--- config.mk ---
export PLATFORM = sky130hd
export DESIGN_NAME = queue_event_driver
export DESIGN_NICKNAME = d
export VERILOG_FILES = /design/src/rtl/sbqm_pkg.sv /design/src/rtl/sbqm_debounce.sv /design/src/rtl/queue_event_driver.sv
export SDC_FILE = /design/constraint.sdc
export NUM_CORES = 1
export LEC_CHECK = 0
export BUFFER_PORTS_ARGS = -buffer_cell sky130_fd_sc_hd__buf_4
export CAP_MARGIN = 10
export CORE_ASPECT_RATIO = 1.75
export CORE_MARGIN = 2
export CORE_UTILIZATION = 60
export DETAILED_ROUTE_END_ITERATION = 8
export PLACE_DENSITY_LB_ADDON = 0.25
export SLEW_MARGIN = 20
export SYNTH_ARGS = -nofsm -noshare
export SYNTH_HDL_FRONTEND = slang
export SYNTH_SLANG_ARGS = --single-unit
--- constraint.sdc ---
create_clock -name CLK -period 3.3 [get_ports CLK]
set_input_delay 0.99 -clock CLK [delete_from_list [all_inputs] [get_ports CLK]]
set_output_delay 0.99 -clock CLK [all_outputs]
set_load 0.005 [all_outputs]
--- src/rtl/sbqm_pkg.sv ---
// Shared definitions for the queue occupancy slice (event driver and counter).
// Holds the driver FSM encoding, queue depth and counter width.
package sbqm_pkg;

  localparam int QMAX = 7;
  localparam int CO_W = 3;

  typedef enum logic [1:0] {
    IDLE     = 2'd0,
    ISSUE_UP = 2'd1,
    ISSUE_DN = 2'd2,
    SETTLE_W = 2'd3
  } qstate_t;

  // Largest wait estimate the WT register has to represent.
  function automatic int wait_max(input int svc_time);
    return QMAX * svc_time;
  endfunction

endpackage

--- src/rtl/sbqm_debounce.sv ---
// Sensor conditioning: 2-flop synchroniser, debounce counter and a one-cycle
// pulse on the rising edge of the accepted level.
module sbqm_debounce #(
  parameter int DEB_CYC = 16
) (
  input  logic CLK,
  input  logic MR,
  input  logic raw,
  output logic rise
);

  localparam int CNT_W = (DEB_CYC < 2) ? 1 : $clog2(DEB_CYC + 1);

  logic             sync1_reg;
  logic             sync2_reg;
  logic             level_reg;
  logic             rise_reg;
  logic [CNT_W-1:0] cnt_reg;

  always_ff @(posedge CLK or posedge MR) begin
    if (MR) begin
      sync1_reg <= 1'b0;
      sync2_reg <= 1'b0;
      level_reg <= 1'b0;
      rise_reg  <= 1'b0;
      cnt_reg   <= '0;
    end else begin
      sync1_reg <= raw;
      sync2_reg <= sync1_reg;
      rise_reg  <= 1'b0;
      // Any sample agreeing with the accepted level restarts the run count.
      if (sync2_reg == level_reg) begin
        cnt_reg <= '0;
      end else if (cnt_reg == CNT_W'(DEB_CYC - 1)) begin
        level_reg <= sync2_reg;
        rise_reg  <= sync2_reg;
        cnt_reg   <= '0;
      end else begin
        cnt_reg <= cnt_reg + 1'b1;
      end
    end
  end

  assign rise = rise_reg;

endmodule

--- src/rtl/queue_event_driver.sv ---
// Turns conditioned arrival/service sensor edges into serialised UP/DOWN
// pulses for the occupancy counter, honouring its EF/FF flags.
module queue_event_driver
  import sbqm_pkg::*;
#(
  parameter int DEB_CYC  = 16,
  parameter int SETTLE   = 2,
  parameter int SVC_TIME = 3,
  parameter int WT_W     = 5
) (
  input  logic            CLK,
  input  logic            MR,
  input  logic            ARR_IN,
  input  logic            SRV_IN,
  input  logic [CO_W-1:0] CO,
  input  logic            EF,
  input  logic            FF,
  output logic            UP,
  output logic            DOWN,
  output logic            REJ,
  output logic            ERR,
  output logic [WT_W-1:0] WT,
  output logic            BUSY
);

  localparam int SC_W = (SETTLE < 2) ? 1 : $clog2(SETTLE + 1);

  generate
    if (wait_max(SVC_TIME) >= (1 << WT_W)) begin : g_bad_wt_w
      $error("WT_W too narrow for QMAX*SVC_TIME");
    end
    if (SETTLE < 1) begin : g_bad_settle
      $error("SETTLE must be at least 1");
    end
  endgenerate

  // Index 0 = arrival, index 1 = service.
  logic [1:0] raw_vec;
  logic [1:0] rise_vec;

  assign raw_vec = {SRV_IN, ARR_IN};

  generate
    for (genvar gi = 0; gi < 2; gi++) begin : g_sensor
      sbqm_debounce #(
        .DEB_CYC (DEB_CYC)
      ) u_deb (
        .CLK  (CLK),
        .MR   (MR),
        .raw  (raw_vec[gi]),
        .rise (rise_vec[gi])
      );
    end
  endgenerate

  qstate_t          state_reg;
  logic [SC_W-1:0]  settle_cnt_reg;
  logic             arr_p_reg;
  logic             srv_p_reg;
  logic             up_reg;
  logic             down_reg;
  logic             rej_reg;
  logic             err_reg;
  logic             busy_reg;
  logic [WT_W-1:0]  wt_reg;

  logic arr_clr;
  logic srv_clr;

  // A pending event is consumed when issued or when dropped against a flag.
  always_comb begin
    arr_clr = 1'b0;
    srv_clr = 1'b0;
    case (state_reg)
      ISSUE_UP: arr_clr = 1'b1;
      ISSUE_DN: srv_clr = 1'b1;
      IDLE: begin
        srv_clr = srv_p_reg & EF;
        arr_clr = ~srv_p_reg & arr_p_reg & FF;
      end
      default: begin
        arr_clr = 1'b0;
        srv_clr = 1'b0;
      end
    endcase
  end

  // A fresh edge wins over a same-cycle clear so it is never lost.
  always_ff @(posedge CLK or posedge MR) begin
    if (MR) begin
      arr_p_reg <= 1'b0;
      srv_p_reg <= 1'b0;
    end else begin
      arr_p_reg <= (arr_p_reg & ~arr_clr) | rise_vec[0];
      srv_p_reg <= (srv_p_reg & ~srv_clr) | rise_vec[1];
    end
  end

  always_ff @(posedge CLK or posedge MR) begin
    if (MR) begin
      state_reg      <= IDLE;
      settle_cnt_reg <= '0;
      up_reg         <= 1'b0;
      down_reg       <= 1'b0;
      rej_reg        <= 1'b0;
      err_reg        <= 1'b0;
      busy_reg       <= 1'b0;
    end else begin
      up_reg   <= 1'b0;
      down_reg <= 1'b0;
      rej_reg  <= 1'b0;
      err_reg  <= 1'b0;
      case (state_reg)
        IDLE: begin
          // Service has priority so a simultaneous pair drains before it fills.
          if (srv_p_reg) begin
            if (!EF) begin
              state_reg <= ISSUE_DN;
              busy_reg  <= 1'b1;
            end else begin
              err_reg <= 1'b1;
            end
          end else if (arr_p_reg) begin
            if (!FF) begin
              state_reg <= ISSUE_UP;
              busy_reg  <= 1'b1;
            end else begin
              rej_reg <= 1'b1;
            end
          end
        end
        ISSUE_UP: begin
          up_reg         <= 1'b1;
          settle_cnt_reg <= '0;
          state_reg      <= SETTLE_W;
        end
        ISSUE_DN: begin
          down_reg       <= 1'b1;
          settle_cnt_reg <= '0;
          state_reg      <= SETTLE_W;
        end
        SETTLE_W: begin
          // Flags lag the counter here, so they are deliberately ignored.
          if (settle_cnt_reg == SC_W'(SETTLE - 1)) begin
            state_reg <= IDLE;
            busy_reg  <= 1'b0;
          end else begin
            settle_cnt_reg <= settle_cnt_reg + 1'b1;
          end
        end
        default: begin
          state_reg <= IDLE;
          busy_reg  <= 1'b0;
        end
      endcase
    end
  end

  always_ff @(posedge CLK or posedge MR) begin
    if (MR) begin
      wt_reg <= '0;
    end else begin
      wt_reg <= WT_W'(CO) * WT_W'(SVC_TIME);
    end
  end

  assign UP   = up_reg;
  assign DOWN = down_reg;
  assign REJ  = rej_reg;
  assign ERR  = err_reg;
  assign BUSY = busy_reg;
  assign WT   = wt_reg;

endmodule

==> key figures <==
Place
  • Input/output buffers: 18
  • Dpl ws: 1.344 ns
  • Global placer's final weighted congestion: 0.7324
  • DPL Wire Length: 1.819 mm

Hold path
  • WHS Endpoint: g_sensor[1].u_deb.sync2_reg
  • Hold Crit Start: g_sensor[1].u_deb.sync1_reg
  • Worst hold stages: 0
  • Min-delay worst type: reg -> reg

Worst setup path
  • Cell Chain, Critical Path: buf_4, nand2b_4, a2111oi_0, or3_1
  • Critical path class: in -> reg
  • R2R setup slack: 1.58 ns
  • Critical-path cell with the highest stage delay: a2111oi_0
  • Reg2reg end: BUSY
  • Max FO, Critical Path: 4
  • Worst path bufs/invs: 1
  • Crit-path max cell delay: 0.58 ns
  • CP delay by family, top: compound AO/OA/AOI/OAI gates
  • CP Capture Type: flop
  • R2r startpoint: state_reg[0]
  • Req. time, crit path: 3.52 ns
  • Critical Path AT: 2.04 ns
  • Reg2reg path depth: 5
  • Startpoint Class: input port
  • Crit path from: FF

Clock tree
  • Clock sinks: 34
  • Clk_lat worst skew: 0.28 ns
  • Post-CTS sizing: 0
  • H-tree depth: 2
  • CTS tree: done
  • Clock Path Buffers: 2
  • Num CTS Buffers: 5
  • CTS clk-pin slew, worst paths: 0.06 ns
  • Root buf cell: clkbuf_8
  • Cts hold-fix bufs: 0
  • Post-CTS setup buffers: 0

Yosys
  • Yosys warnings: 0
  • Top FF cell, synth: dfrtp_1
  • Async SR Flop Fraction: 100.0%
  • Cell Area, Synth: 0.001486 mm2
  • Netlist cell types: 34
  • Syn Area/Cell: 12.18 um2
  • Synth Register Bits: 34
  • Post-Syn Nets: 143
  • Synth Instances: 122
  • Post-synth EDFFs: 0
  • Register area share after synthesis: 57.24%

STA
  • Layout Skew: 0.003383 ns
  • RSZ-0062 raised after global routing: no
  • Endpoints failing hold: 0
  • Worst slew margin: 60.14%
  • Highest Clock Rate: 0.5489 GHz
  • Setup violations, final: 0
  • Final period util: 55.20%
  • Final worst setup slack: 1.478 ns
  • TNS Setup: 0 ns
  • Period minus WS final: 1.822 ns
  • Slew Viols, Final: 0
  • Worst slew pin tran: 0.5828 ns

Global routing
  • Total Routing Usage GR: 19.76%
  • First-pass GRT wire length: 4.264 mm
  • Gr ovfl total: 0
  • Largest net degree at the start of global routing: 35
  • Initial antenna violation count: 0
  • Vias in the first global route: 1021

Detailed routing
  • Initial drt markers: 16
  • DRT Wirelength: 2.445 mm
  • Final ANT Viol Nets: 0
  • Vias: 962
  • Post-route DRC: 0
  • Vias per cell: 5.561
  • TritonRoute pass-1 iters: 4
  • Wire per inst: 14.13 um

Layout
  • Max reg flops: 10
  • Area Growth Syn to Fin: 16.84%
  • Fraction of layout cells with a size suffix above 1: 20.95%
  • Inserted Diodes: 0
  • Final #Nets: 169

Die
  • Die width: 41.63 um
  • Full die area: 0.002907 mm2
  • Total core area: 0.002331 mm2
  • Placement Rows: 23
  • Initial Util: 63.77%
  • # IOs: 19
  • Die height: 69.85 um

Outcome
  • Run status: completed

Power
  • Pwr dens: 644.9 mW/mm2
  • Pleak: 0.8769 nW
  • Worst VDD drop: 0.4197 mV

Job
  • Maxcap violations: 0
-- per-stage QoR --
step | instances | power [mW] | area [um2] | utilization (%) | hold slack, ns
2_1_floorplan | 122 | 0.7443 | 1486 | - | 0.3312
3_3_place_gp | 166 | 0.8313 | 1660 | 71.23 | 0.3366
3_5_place_dp | 166 | 0.8486 | 1660 | 71.23 | 0.3403
4_1_cts | 173 | 1.135 | 1737 | 74.50 | 0.3546
5_1_grt | 173 | 1.198 | 1737 | 74.50 | 0.3590
6_report | 173 | 1.120 | 1737 | 74.50 | 0.3501
-- power breakdown --
part	switching [mW]	leakage, nW	internal, mW
clock network	0.133	0.0383	0.145
registers	0.0328	0.437	0.469
logic	0.173	0.401	0.168
total	0.338	0.877	0.781
-- placed cells by master, fill, tap and decap left out, types with 2 or more instances in the layout --
master     Yosys  final
o21ai_0        3      3
nor3_1         2      2
nand2_1        5      5
xnor2_1        3      3
inv_1         11     11
ha_1          11     11
nor2b_1        4      4
dfrtp_1       34     34
a2bb2oi_1      2      2
clkbuf_8       0      5
xor2_1         3      3
nor4b_1        2      2
nor2_1         8      8
mux2_2         3      3
nand2b_1       3      3
and3_1         2      2
nand3_1        7      7
buf_4          0     19
a21o_1         2      2
clkbuf_1       0      2
-- cell families after synthesis --
logic type	share of synthesized area [%]
fa+ha+maj	10.61
simple gates	15.15
flops	57.24
compound gates	8.418
buf+inv	2.778
xor+xnor	3.536
mux	2.273
-- Yosys cell counts, drive strengths merged (4+ instances only) --
cell | n | share of area [%]
dfrtp | 34 | 57
ha | 11 | 9.3
inv | 11 | 2.8
nand2 | 5 | 1.3
nand2b | 4 | 2.2
nand3 | 7 | 2.4
nor2 | 8 | 2.0
nor2b | 4 | 1.7
-- final cells by class --
cell class | instances | area [um2]
Tap cell | 25 | 31.28
Multi-Input combinational cell | 77 | 594.3
Sequential cell | 34 | 850.8
Fill cell | 158 | 594.3
Clock buffer | 7 | 76.32
Inverter | 11 | 41.29
Timing Repair Buffer | 19 | 142.6
-- worst max-delay path by stage --
stage             to  cells after the start
6_report        BUSY                      4
5_1_grt         BUSY                      1
4_1_cts         BUSY                      1
3_5_place_dp    BUSY                      4
3_3_place_gp    BUSY                      4
2_1_floorplan  WT[3]                      4
-- layer usage --
layer,track usage (%),part of all wire (%),up-vias
met1,19.72,37,465
met4,11.83,2.7,0
met2,33.85,56,25
met5,0,0,-
li1,-,-,464
met3,7.031,4.5,8
(Power assumes the default switching activity.)
